**config.mk**
```make
export PLATFORM = sky130hd
export DESIGN_NAME = router_flit_tx_flat
export DESIGN_NICKNAME = d
export VERILOG_FILES = /design/src/rtl/router_pkg.sv /design/src/rtl/router_flit_tx_if.sv /design/src/rtl/credit_counter.sv /design/src/rtl/router_flit_tx.sv /design/src/flat_wrapper.sv
export SDC_FILE = /design/constraint.sdc
export NUM_CORES = 1
export LEC_CHECK = 0
export CORE_MARGIN = 1
export CORE_UTILIZATION = 30
export CTS_CLUSTER_DIAMETER = 60
export DETAILED_ROUTE_END_ITERATION = 7
export PLACE_DENSITY_LB_ADDON = 0.15
export SYNTH_ARGS = -nofsm -noshare
export SYNTH_HDL_FRONTEND = slang
export SYNTH_SLANG_ARGS = --single-unit
```
**constraint.sdc**
```tcl
create_clock -name clk -period 2.1 [get_ports clk]
set_input_delay 0.42 -clock clk [delete_from_list [all_inputs] [get_ports clk]]
set_output_delay 0.42 -clock clk [all_outputs]
set_load 0.03 [all_outputs]
```
**src/rtl/router_pkg.sv**
```systemverilog
// router_pkg: shared flit definitions for the router tx/rx ports.
// Flit = {type[29:28], body[27:0]}; head body = {dst, len, seq}.
package router_pkg;

  localparam int FLIT_W   = 30;
  localparam int PLD_W    = 28;
  localparam int TYPE_LSB = 28;
  localparam int DST_LSB  = 20;
  localparam int LEN_LSB  = 16;
  localparam int SEQ_LSB  = 0;

  typedef enum logic [1:0] {
    FT_BODY     = 2'b00,
    FT_HEAD     = 2'b01,
    FT_TAIL     = 2'b10,
    FT_HEADTAIL = 2'b11
  } flit_type_e;

  typedef struct packed {
    logic [7:0]  dst;
    logic [3:0]  len;
    logic [15:0] seq;
  } hdr_t;

  function automatic logic [FLIT_W-1:0] mk_flit(
    flit_type_e       t,
    logic [PLD_W-1:0] body
  );
    return {t, body};
  endfunction

endpackage

```
**src/rtl/router_flit_tx_if.sv**
```systemverilog
// router_flit_tx_if: packet source, payload and router-side flit/credit
// signals. master = source/router side, slave = router_flit_tx.
interface router_flit_tx_if;
  import router_pkg::*;

  logic              pkt_valid;
  logic              pkt_ready;
  logic [7:0]        pkt_dst;
  logic [3:0]        pkt_len;
  logic              pld_valid;
  logic              pld_ready;
  logic [PLD_W-1:0]  pld_data;
  logic              flit_valid;
  logic [FLIT_W-1:0] flit_data;
  logic              credit_ret;

  modport master (
    output pkt_valid, pkt_dst, pkt_len,
    output pld_valid, pld_data, credit_ret,
    input  pkt_ready, pld_ready,
    input  flit_valid, flit_data
  );

  modport slave (
    input  pkt_valid, pkt_dst, pkt_len,
    input  pld_valid, pld_data, credit_ret,
    output pkt_ready, pld_ready,
    output flit_valid, flit_data
  );

endinterface

```
**src/rtl/credit_counter.sv**
```systemverilog
// credit_counter: up/down counter of free router buffer slots.
// Ports: clk, rst_n, inc (credit return), dec (flit sent), has_credit.
module credit_counter #(
  parameter int CREDITS = 4,
  parameter int CRED_W  = 3
) (
  input  logic clk,
  input  logic rst_n,
  input  logic inc,
  input  logic dec,
  output logic has_credit
);

  localparam logic [CRED_W-1:0] MAX = CRED_W'(CREDITS);

  logic [CRED_W-1:0] cnt_q, cnt_d;

  always_comb begin
    cnt_d = cnt_q;
    unique case ({inc, dec})
      2'b10: if (cnt_q != MAX) cnt_d = cnt_q + 1'b1;
      2'b01: if (cnt_q != '0)  cnt_d = cnt_q - 1'b1;
      default: ;
    endcase
  end

  always_ff @(posedge clk or negedge rst_n) begin
    if (!rst_n) cnt_q <= MAX;
    else        cnt_q <= cnt_d;
  end

  assign has_credit = (cnt_q != '0);

  // A return with every slot already free means the router
  // and this side disagree on buffer depth.
  a_no_overflow: assert property (
    @(posedge clk) disable iff (!rst_n)
      !(inc && !dec && cnt_q == MAX)
  ) else $warning("credit_ret with counter full");

endmodule

```
**src/rtl/router_flit_tx.sv**
```systemverilog
// router_flit_tx: serializes packet descriptors + payload into
// head/body/tail flits under credit flow control. Ports: clk, rst_n, bus, busy.
module router_flit_tx #(
  parameter int FLIT_W  = router_pkg::FLIT_W,
  parameter int CREDITS = 4,
  parameter int CRED_W  = 3
) (
  input  logic            clk,
  input  logic            rst_n,
  router_flit_tx_if.slave bus,
  output logic            busy
);
  import router_pkg::*;

  typedef enum logic [1:0] {
    S_IDLE,
    S_HEAD,
    S_BODY
  } state_e;

  state_e            state_q, state_d;
  hdr_t              hdr_q, hdr_d;
  logic [15:0]       seq_q, seq_d;
  logic [3:0]        rem_q, rem_d;
  logic              flit_valid_q, flit_valid_d;
  logic [FLIT_W-1:0] flit_data_q, flit_data_d;

  logic has_credit;
  logic emit;
  logic pkt_hs;
  logic pld_hs;

  assign bus.pkt_ready = (state_q == S_IDLE);
  assign bus.pld_ready = (state_q == S_BODY) && has_credit;
  assign busy          = (state_q != S_IDLE);

  assign pkt_hs = bus.pkt_valid && bus.pkt_ready;
  assign pld_hs = bus.pld_valid && bus.pld_ready;

  assign bus.flit_valid = flit_valid_q;
  assign bus.flit_data  = flit_data_q;

  credit_counter #(
    .CREDITS (CREDITS),
    .CRED_W  (CRED_W)
  ) u_cred (
    .clk        (clk),
    .rst_n      (rst_n),
    .inc        (bus.credit_ret),
    .dec        (emit),
    .has_credit (has_credit)
  );

  always_comb begin
    state_d      = state_q;
    hdr_d        = hdr_q;
    seq_d        = seq_q;
    rem_d        = rem_q;
    flit_valid_d = 1'b0;
    flit_data_d  = flit_data_q;
    emit         = 1'b0;
    unique case (state_q)
      S_IDLE: begin
        if (pkt_hs) begin
          hdr_d.dst = bus.pkt_dst;
          hdr_d.len = bus.pkt_len;
          hdr_d.seq = seq_q;
          seq_d     = seq_q + 16'd1;
          state_d   = S_HEAD;
        end
      end
      S_HEAD: begin
        if (has_credit) begin
          emit         = 1'b1;
          flit_valid_d = 1'b1;
          if (hdr_q.len == 4'd0) begin
            flit_data_d = mk_flit(FT_HEADTAIL, hdr_q);
            state_d     = S_IDLE;
          end else begin
            flit_data_d = mk_flit(FT_HEAD, hdr_q);
            rem_d       = hdr_q.len;
            state_d     = S_BODY;
          end
        end
      end
      S_BODY: begin
        if (pld_hs) begin
          emit         = 1'b1;
          flit_valid_d = 1'b1;
          rem_d        = rem_q - 4'd1;
          if (rem_q == 4'd1) begin
            flit_data_d = mk_flit(FT_TAIL, bus.pld_data);
            state_d     = S_IDLE;
          end else begin
            flit_data_d = mk_flit(FT_BODY, bus.pld_data);
          end
        end
      end
      default: state_d = S_IDLE;
    endcase
  end

  always_ff @(posedge clk or negedge rst_n) begin
    if (!rst_n) begin
      state_q      <= S_IDLE;
      hdr_q        <= '0;
      seq_q        <= '0;
      rem_q        <= '0;
      flit_valid_q <= 1'b0;
      flit_data_q  <= '0;
    end else begin
      state_q      <= state_d;
      hdr_q        <= hdr_d;
      seq_q        <= seq_d;
      rem_q        <= rem_d;
      flit_valid_q <= flit_valid_d;
      flit_data_q  <= flit_data_d;
    end
  end

endmodule

```
**src/flat_wrapper.sv**
```systemverilog
// flat-port wrapper written by rule: the top's interface ports become plain ports
module router_flit_tx_flat import router_pkg::*;
#(
  parameter int FLIT_W  = router_pkg::FLIT_W,
  parameter int CREDITS = 4,
  parameter int CRED_W  = 3
)
  (clk, rst_n, busy, bus_pkt_valid, bus_pkt_dst, bus_pkt_len, bus_pld_valid, bus_pld_data, bus_credit_ret, bus_pkt_ready, bus_pld_ready, bus_flit_valid, bus_flit_data);
  router_flit_tx_if bus_i ();
  input  logic clk;
  input  logic rst_n;
  output logic busy;
  input wire logic [$bits(bus_i.pkt_valid)-1:0] bus_pkt_valid;
  input wire logic [$bits(bus_i.pkt_dst)-1:0] bus_pkt_dst;
  input wire logic [$bits(bus_i.pkt_len)-1:0] bus_pkt_len;
  input wire logic [$bits(bus_i.pld_valid)-1:0] bus_pld_valid;
  input wire logic [$bits(bus_i.pld_data)-1:0] bus_pld_data;
  input wire logic [$bits(bus_i.credit_ret)-1:0] bus_credit_ret;
  output wire logic [$bits(bus_i.pkt_ready)-1:0] bus_pkt_ready;
  output wire logic [$bits(bus_i.pld_ready)-1:0] bus_pld_ready;
  output wire logic [$bits(bus_i.flit_valid)-1:0] bus_flit_valid;
  output wire logic [$bits(bus_i.flit_data)-1:0] bus_flit_data;
  assign bus_i.pkt_valid = bus_pkt_valid;
  assign bus_i.pkt_dst = bus_pkt_dst;
  assign bus_i.pkt_len = bus_pkt_len;
  assign bus_i.pld_valid = bus_pld_valid;
  assign bus_i.pld_data = bus_pld_data;
  assign bus_i.credit_ret = bus_credit_ret;
  assign bus_pkt_ready = bus_i.pkt_ready;
  assign bus_pld_ready = bus_i.pld_ready;
  assign bus_flit_valid = bus_i.flit_valid;
  assign bus_flit_data = bus_i.flit_data;
  router_flit_tx #(.FLIT_W(FLIT_W), .CREDITS(CREDITS), .CRED_W(CRED_W)) u_core (.clk(clk), .rst_n(rst_n), .bus(bus_i), .busy(busy));
endmodule
```
==> flow_metrics.tcl, run 1 <==
set metrics [dict create \
    overflow 0 \
    layout_min_cycle_time_ps 2020 \
    rsz0062_at_grt "yes" \
    worst-setup-path-type "flop to output pin" \
    place_congestion 0.699 \
    ant_nets 0 \
    cp_top_family "buffers and inverters" \
    start_util_pct 31.2 \
    die_h_um 115 \
    syn_area_per_cell_um2 11.4 \
    gr-usage-met2_pct 21.1 \
    fin_cells 602 \
    final_util_pct 43.9 \
    crit_slowest_cell "dfrtp_1" \
    p_int_mw 5.09 \
    row_count 40 \
    critPathLaunchType "flop" \
    arrival_ps 1600 \
    setup_viol 0 \
    hp-class "input port to asynchronous set/reset pin" \
    synth_area_um2 3810 \
    design_area_um2 5360 \
    crit_fanout 27 \
    first_global_vias 2699 \
    die_area_um2 13200 \
    cap_violations 0 \
    wl_per_cell_um 14.0 \
    swShare_pct 38.7 \
    drc 0 \
    io_buffers 78 \
    drive_above_1_share_pct 20.5 \
    hpwl_um 5710 \
    switching_power_mw 3.22 \
    routed_wl_um 8430 \
    async_flop_share_pct 100 \
    first_pass_iters 4 \
    core_area_um2 12200 \
    placed_cell_area_um2 4920 \
    root_buffer "clkbuf_16" \
    grt_max_degree 43 \
    worst_pin_slew_ps 542 \
    power.density_nw_per_um2 1550 \
    clk_pin_slew_ps 60 \
    synthCells 335 \
    synth_cell_types 42 \
    clockPowerShare_pct 20.8 \
    vias 2755 \
    antenna_cells 0 \
    max_slew_margin_pct 63.9 \
    layout_commonest_cell "dfrtp_1" \
    leakage_nw 2.29 \
    fmax_mhz 495 \
    hold_viol_final 0 \
    fin_crit_sh_pct 96.1 \
    required_ps 1680 \
    synth_nets 387 \
    busiest_layer "met2" \
    cp_cell_sequence "inv_2, ha_4, buf_12, inv_1, nor2_2, buf_4" \
    comb_power_share_pct 47.6 \
    yosysWarnings 0 \
    synth_seq_area_share_pct 55.2 \
    final_nets 481 \
    htreeDepth 3 \
    synth_ff_type "dfrtp_1" \
    grt_usage_pct 13.7 \
    vdd_drop_max_v 0.000563 \
    drt_iter0_drc 118 \
    io_pins 79 \
    ys_seq_elements 84 \
    antenna_found_initial 0 \
    placedCellCount 583 \
    finalMaxSlewViolations 0 \
    cts_buffer_depth 2 \
    outcome "completed" \
    slowest_delay_ps 390 \
    cts_sinks 84 \
    numCtsBuffers 9 \
    pwr-share-seq_pct 31.6 \
    layout_common_cells "83 x dfrtp_1, 74 x clkdlybuf4s50_1, 44 x nand2_1, 34 x o21ai_0, 30 x mux2i_1" \
    cts_tree "built" \
    holdBufCountCts 0 \
    grt_pass1_wl_um 13700 \
    area_delta_synth_final_pct 40.6 \
    skew_ps 7.34 \
    fp.dieW_um 115 \
    viasPerCell 4.58 \
    end_kind "output pin" \
    grtUsageMet3_pct 3.28 \
    insertion_delay_ps 330 \
    synth-edff-count 0 \
    worst-path-buf-inv 4 \
    grt_util_met1_pct 18.7 \
]
synth_stat cells, types with 2 or more instances:
| cell | number | area share (%) |
|---|---|---|
| ha_1 | 6 | 2.0 |
| nand4_1 | 3 | 0.49 |
| clkbuf_2 | 2 | 0.26 |
| o211ai_1 | 3 | 0.59 |
| inv_1 | 13 | 1.3 |
| xor2_1 | 4 | 0.92 |
| buf_2 | 8 | 1.1 |
| and3_1 | 4 | 0.66 |
| nand2b_1 | 2 | 0.33 |
| nor3_1 | 3 | 0.39 |
| dfrtp_1 | 83 | 55 |
| clkbuf_1 | 2 | 0.20 |
| nor2_1 | 11 | 1.1 |
| mux2_2 | 29 | 8.6 |
| or2_2 | 2 | 0.33 |
| mux2i_1 | 30 | 7.9 |
| nand2_1 | 45 | 4.4 |
| a21oi_1 | 3 | 0.39 |
| xnor2_1 | 13 | 3.0 |
| a31oi_1 | 2 | 0.33 |
| nor4_1 | 2 | 0.33 |
| nand3_1 | 9 | 1.2 |
| o21ai_0 | 35 | 4.6 |
| buf_1 | 3 | 0.30 |
final cells by class:
type                            count  area, um^2
Tap cell                          168         210
Sequential cell                    84        2100
Fill cell                        1189        6850
Clock inverter                      6        86.3
Clock buffer                       10         239
Inverter                           13        48.8
Timing Repair Buffer               98         973
Multi-Input combinational cell    223        1700
sequential cells by signal, indices dropped and copies added (netlist names):
register	cells
u_core.state_q	2
u_core.bus.flit_valid	1
u_core.rem_q	4
u_core.seq_q	16
u_core.u_cred.cnt_q	3
u_core.hdr_q	28
u_core.bus.flit_data	30
final timing paths:
kind | cells past startpoint | slack [ps] | startpoint | to
worst max register to register | 11 | 100 | u_core.state_q[1]$_DFFE_PN0P_ | u_core.u_cred.cnt_q[2]$_DFFE_PN1P_
worst max-delay path | 6 | 80 | u_core.state_q[0]$_DFFE_PN0P_ | bus_pld_ready
worst min-delay path | 1 | 60 | rst_n | u_core.bus.flit_data[24]$_DFFE_PN0P_
max in group asynchronous | 2 | 1360 | rst_n | u_core.bus.flit_data[16]$_DFFE_PN0P_
min in group clk | 1 | 480 | u_core.seq_q[15]$_DFFE_PN0P_ | u_core.seq_q[15]$_DFFE_PN0P_
worst min register to register | 1 | 480 | u_core.seq_q[15]$_DFFE_PN0P_ | u_core.seq_q[15]$_DFFE_PN0P_
what timing repair did:
item	in CTS	in global routing
pin swaps	1	5
setup endpoints to repair	5	4
buffers inserted	1	2
gates cloned	0	0
resized for setup	9	13
logic make-up after synthesis:
kind of cell               after synthesis  share of synthesized area, %
adders and majority gates                7                          2.50
buffers and inverters                   28                          3.09
DFF                                     84                          55.2
AOI/OAI and AO/OA                       53                          8.24
xor gates and xnor gates                17                          3.91
and+or+nand+nor                         87                          10.6
muxes                                   59                          16.5
metrics by stage:
step	setup TNS (ps)	setup slack, ps	hold WS [ps]	power [mW]
2_1_floorplan	0	0.277	124	5.03
5_1_grt	-44.5	-23.3	104	8.88
3_5_place_dp	-548	-308	450	6.46
6_report	0	80.9	63.2	8.30
4_1_cts	0	28.9	84.1	8.27
3_3_place_gp	-335	-201	446	6.38
power by group through the flow:
stage	sequential (mW)	clock, mW	combinational, mW
6_report	2.63	1.73	3.95
3_3_place_gp	2.63	0	3.75
5_1_grt	2.70	1.84	4.34
3_5_place_dp	2.65	0	3.81
2_1_floorplan	3.06	0	1.98
4_1_cts	2.63	1.79	3.86
routing by layer:
layer,up-vias,wire (um)
met5,-,0
met3,7,291
met4,0,69
li1,1353,-
met2,44,3890
met1,1351,4180
Power figures use the tool's default switching activity.
==> inputs of run 2 (changes only) <==
--- a/config.mk
+++ b/config.mk
@@ -5,11 +5,13 @@
 export SDC_FILE = /design/constraint.sdc
 export NUM_CORES = 1
 export LEC_CHECK = 0
+export ABC_AREA = 1
 export CORE_MARGIN = 1
 export CORE_UTILIZATION = 30
 export CTS_CLUSTER_DIAMETER = 60
 export DETAILED_ROUTE_END_ITERATION = 7
 export PLACE_DENSITY_LB_ADDON = 0.15
+export SLEW_MARGIN = 20
 export SYNTH_ARGS = -nofsm -noshare
 export SYNTH_HDL_FRONTEND = slang
 export SYNTH_SLANG_ARGS = --single-unit
==> flow_metrics.tcl, run 2 <==
set metrics [dict create \
    outcome "completed" \
    critPathLaunchType "flop" \
    grt_max_degree 39 \
    synth_ff_type "dfrtp_1" \
    cts_tree "built" \
    drive_above_1_share_pct 8.56 \
    fin_cells 682 \
    row_count 40 \
    synth_seq_area_share_pct 55.6 \
    fin_crit_sh_pct 92.3 \
    worst_pin_slew_ps 439 \
    routed_wl_um 8590 \
    first_global_vias 2945 \
    design_area_um2 5090 \
    cp_cell_sequence "inv_1, ha_1, inv_1, dlygate4sd2_1" \
    core_area_um2 12200 \
    ant_nets 0 \
    power.density_nw_per_um2 1570 \
    synth_cell_types 28 \
    synth_area_um2 3780 \
    die_area_um2 13100 \
    fmax_mhz 516 \
    root_buffer "clkbuf_16" \
    htreeDepth 3 \
    worst-setup-path-type "flop to output pin" \
    grt_usage_pct 14.7 \
    overflow 0 \
    syn_area_per_cell_um2 8.86 \
    multi_input_area_um2 1440 \
    place_congestion 0.771 \
    placedCellCount 666 \
    leakage_nw 2.42 \
    arrival_ps 1520 \
    required_ps 1680 \
    n_fill_cell 1212 \
    dp_slack_ps -1.70 \
    drt_iter0_drc 198 \
    cts_sinks 84 \
    setup_slack_ps 161 \
    placed_cell_area_um2 4790 \
    layout_commonest_cell "nand2_1" \
    end_kind "output pin" \
    synth-edff-count 0 \
    antenna_found_initial 0 \
    ys_top_cells_by_count "106 x nand2_1, 83 x dfrtp_1, 50 x o21ai_0, 43 x nor2_1, 40 x inv_1" \
    yosysTopAreaCell "dfrtp_1" \
    io_buffers 78 \
    viasPerCell 4.30 \
    vias 2932 \
    crit_fanout 3 \
    slowest_delay_ps 400 \
    clk_pin_slew_ps 60 \
    crit_slowest_cell "dlygate4sd2_1" \
    cts_buffer_depth 2 \
    synth_top_area_share_pct 54.9 \
    final-seq-area_um2 2100 \
    synthTopCellsByArea "dfrtp_1 55%, nand2_1 11%, o21ai_0 6.6%" \
    first_pass_iters 5 \
    synth_nets 479 \
    hp-class "input port to asynchronous set/reset pin" \
    die_h_um 114 \
    yosysWarnings 0 \
    max_slew_margin_pct 70.7 \
    hold_ws_ps 17.6 \
    setup_viol 0 \
    vdd_drop_max_v 0.000422 \
    io_pins 79 \
    finalMaxSlewViolations 0 \
    antenna_cells 0 \
    insertion_delay_ps 340 \
    skew_ps 7.28 \
    hpwl_um 6240 \
    ys_seq_elements 84 \
    layout_min_cycle_time_ps 1940 \
    area_delta_synth_final_pct 34.5 \
    drc 0 \
    fp.dieW_um 114 \
    path_common_cell "inv_1" \
    largest_register_ffs 30 \
    numCtsBuffers 9 \
    async_flop_share_pct 100 \
    grt_pass1_wl_um 14800 \
    synthCells 427 \
    total_power_mw 7.98 \
    cap_violations 0 \
    synth_most_common_cell "nand2_1" \
    layout_common_cells "106 x nand2_1, 83 x dfrtp_1, 74 x clkdlybuf4s50_1, 50 x o21ai_0, 43 x nor2_1" \
    final_nets 561 \
    hold_viol_final 0 \
    wl_per_cell_um 12.6 \
    r2r_setup_slack_ps 180 \
    rsz0062_at_grt "no" \
    start_util_pct 31.1 \
]
## run 2: worst max-delay path, delay by kind of cell, from the launching register on
kind,cells,cell delay [ps]
adder cells (fa/ha/maj),1,240
buffers and inverters,3,570
flip-flops,1,370
## run 2: cell type report
type                       count  area share (%)
multi-input combinational    283            28.4
sequential                    84            41.3
timing repair buffer          89            17.1
clock buffer                  11            4.77
tap                          168            4.13
clock inverter                 5            1.20
inverter                      42            3.19
## run 2: power breakdown
group	leakage (nW)	total [mW]	internal (mW)	switching [mW]
Combinational	1.24	3.71	1.39	2.32
Clock	0.150	1.60	0.958	0.641
Sequential	1.03	2.67	2.32	0.354
## run 2: kinds of logic (layout without fill, tap and decap cells)
| logic type | after synthesis | count (layout) | share of synthesized area (%) |
|---|---|---|---|
| adders and majority gates | 7 | 7 | 2.51 |
| DFF | 84 | 84 | 55.6 |
| buffers and inverters | 60 | 147 | 6.28 |
| xor gates and xnor gates | 17 | 17 | 3.93 |
| and+or+nand+nor | 176 | 176 | 19.6 |
| AOI/OAI and AO/OA | 83 | 83 | 12.1 |
## run 2: final timing paths
path / startpoint / endpoint / cells past startpoint
min: rst_n / u_core.bus.flit_data[26]$_DFFE_PN0P_ / 1
max: u_core.state_q[0]$_DFFE_PN0P_ / busy / 4
max reg2reg: u_core.u_cred.cnt_q[2]$_DFFE_PN1P_ / u_core.u_cred.cnt_q[2]$_DFFE_PN1P_ / 12
min in group clk: u_core.seq_q[14]$_DFFE_PN0P_ / u_core.seq_q[14]$_DFFE_PN0P_ / 1
min reg2reg: u_core.seq_q[14]$_DFFE_PN0P_ / u_core.seq_q[14]$_DFFE_PN0P_ / 1
max in group asynchronous: rst_n / u_core.rem_q[3]$_DFFE_PN0P_ / 2
## run 2: metal layers
layer  global-route usage [%]  vias to the layer above  wire [um]
li1                         -                     1529          -
met1                     19.2                     1344       4190
met2                     23.1                       46       3940
met3                     4.61                       13        325
met4                     4.94                        0        126
met5                        0                        -          0
## run 2: what timing repair did
item	4_1_cts	5_1_grt
setup endpoints to repair	2	1
hold buffers	0	0
buffers inserted	0	0
gates resized for setup	2	2
## run 2: metrics by stage
stage	util (%)	TNS (ps)
after CTS	41.9	0
after global routing	41.9	0
final	41.9	0
after floorplan	-	0
after global placement	39.4	0
after detailed placement	39.4	-1.70
==> inputs of run 3 (changes only) <==
--- a/config.mk
+++ b/config.mk
@@ -11,6 +11,7 @@
 export CTS_CLUSTER_DIAMETER = 60
 export DETAILED_ROUTE_END_ITERATION = 7
 export PLACE_DENSITY_LB_ADDON = 0.15
+export REMOVE_ABC_BUFFERS = 1
 export SLEW_MARGIN = 20
 export SYNTH_ARGS = -nofsm -noshare
 export SYNTH_HDL_FRONTEND = slang
==> flow_metrics.tcl, run 3 (same netlist as run 2, synthesis figures left out) <==
set metrics [dict create \
    power.density_nw_per_um2 1560 \
    numCtsBuffers 9 \
    viasPerCell 4.39 \
    switching_power_mw 3.33 \
    root_buffer "clkbuf_16" \
    core_area_um2 12200 \
    crit_fanout 14 \
    p_int_mw 4.64 \
    antenna_found_initial 0 \
    critPathLaunchType "flop" \
    finalMaxSlewViolations 0 \
    antenna_cells 0 \
    end_kind "output pin" \
    rr_worst_depth 12 \
    placedCellCount 666 \
    routed_wl_um 8730 \
    drt_iter0_drc 149 \
    cp_top_family "buffers and inverters" \
    cts_sinks 84 \
    worst-path-buf-inv 4 \
    dp_slack_ps 29.5 \
    cts_buffer_depth 2 \
    drc 0 \
    setup_slack_ps 124 \
    layout_common_cells "106 x nand2_1, 83 x dfrtp_1, 74 x clkdlybuf4s50_1, 50 x o21ai_0, 43 x nor2_1" \
    fmax_mhz 506 \
    wl_per_cell_um 12.7 \
    largest_register_ffs 30 \
    ant_nets 0 \
    skew_ps 6.28 \
    cts_tree "built" \
    worst-setup-path-type "flop to output pin" \
    htreeDepth 3 \
    first_pass_iters 4 \
    max_slew_margin_pct 69.0 \
    setup_viol 0 \
    placed_cell_area_um2 4800 \
    drive_above_1_share_pct 8.70 \
    first_global_vias 3156 \
    clk_pin_slew_ps 60 \
    hold_viol_final 0 \
    reg2reg_from "u_core.state_q[0]$_DFFE_PN0P_" \
    slowest_delay_ps 370 \
    die_h_um 114 \
    clockPowerShare_pct 19.0 \
    total_power_mw 7.97 \
    place_congestion 0.784 \
    grt_pass1_wl_um 14700 \
    vias 3006 \
    area_delta_synth_final_pct 35.0 \
    rsz0062_at_grt "no" \
    design_area_um2 5110 \
    vdd_drop_max_v 0.000627 \
    overflow 0 \
    cp_cell_sequence "inv_1, ha_1, buf_6, inv_4, nor2_1, buf_4" \
    fp.dieW_um 114 \
    hp-class "input port to asynchronous set/reset pin" \
    outcome "completed" \
    fin_crit_sh_pct 94.1 \
    fin_cells 685 \
    cap_violations 0 \
    hpwl_um 6030 \
    die_area_um2 13100 \
    comb_power_share_pct 47.5 \
    io_buffers 78 \
    start_util_pct 31.1 \
    final_nets 564 \
    grt_usage_pct 14.5 \
    grt_max_degree 37 \
    required_ps 1680 \
    leakage_nw 2.43 \
    layout_min_cycle_time_ps 1980 \
    pwr-share-seq_pct 33.5 \
    layout_commonest_cell "nand2_1" \
    swShare_pct 41.8 \
    r2r_setup_slack_ps 190 \
    arrival_ps 1560 \
    insertion_delay_ps 330 \
    io_pins 79 \
    holdBufCountCts 0 \
    crit_slowest_cell "dfrtp_1" \
    row_count 40 \
    tns_ps 0 \
    r2r_end "u_core.u_cred.cnt_q[2]$_DFFE_PN1P_" \
    worst_pin_slew_ps 465 \
]
-- run 3: how the worst max path moves through the flow --
stage | startpoint | endpoint | slack, ps | cells past startpoint
final | u_core.state_q[0]$_DFFE_PN0P_ | bus_pld_ready | 120 | 6
after global routing | u_core.state_q[0]$_DFFE_PN0P_ | u_core.u_cred.cnt_q[2]$_DFFE_PN1P_ | 20 | 12
after CTS | u_core.state_q[0]$_DFFE_PN0P_ | bus_pld_ready | 20 | 6
after detailed placement | bus_pld_valid | u_core.u_cred.cnt_q[2]$_DFFE_PN1P_ | 30 | 11
after global placement | bus_pld_valid | u_core.u_cred.cnt_q[2]$_DFFE_PN1P_ | 80 | 11
after floorplan | u_core.state_q[0]$_DFFE_PN0P_ | u_core.bus.flit_data[0]$_DFFE_PN0P_ | -360 | 6
-- run 3: layout make-up --
cell class / count / area [um^2]
fill: 1232 / 7050
sequential: 84 / 2100
multi-input combinational: 283 / 1440
timing repair buffer: 92 / 907
clock buffer: 15 / 278
tap: 168 / 210
inverter: 42 / 163
clock inverter: 1 / 5.00
-- run 3: power groups by stage --
stage / Sequential (mW) / Clock [mW] / Combinational, mW
after floorplan: 3.18 / 0 / 1.88
after global placement: 2.68 / 0 / 3.75
after detailed placement: 2.70 / 0 / 3.81
after CTS: 2.68 / 1.56 / 3.81
after global routing: 2.77 / 1.63 / 4.24
final: 2.67 / 1.51 / 3.79
-- run 3: layer usage --
layer | vias to the layer above | GRT usage (%) | wire length (um)
met2 | 45 | 24.9 | 4210
met4 | 0 | 4.42 | 110
met5 | - | 0 | 0
met3 | 9 | 3.65 | 287
li1 | 1528 | - | -
met1 | 1424 | 18.0 | 4120
-- run 3: stage by stage --
step / hold WS, ps / util (%)
after floorplan: 124 / -
after global placement: 411 / 39.5
after detailed placement: 412 / 39.5
after CTS: 47.2 / 41.8
after global routing: 67.5 / 42.0
final: 32.4 / 42.0
-- run 3: repair_timing --
item,4_1_cts,5_1_grt
resized for setup,4,0
endpoints found under the setup margin,3,1
setup buffers,0,3
endpoints found under the hold margin,0,0
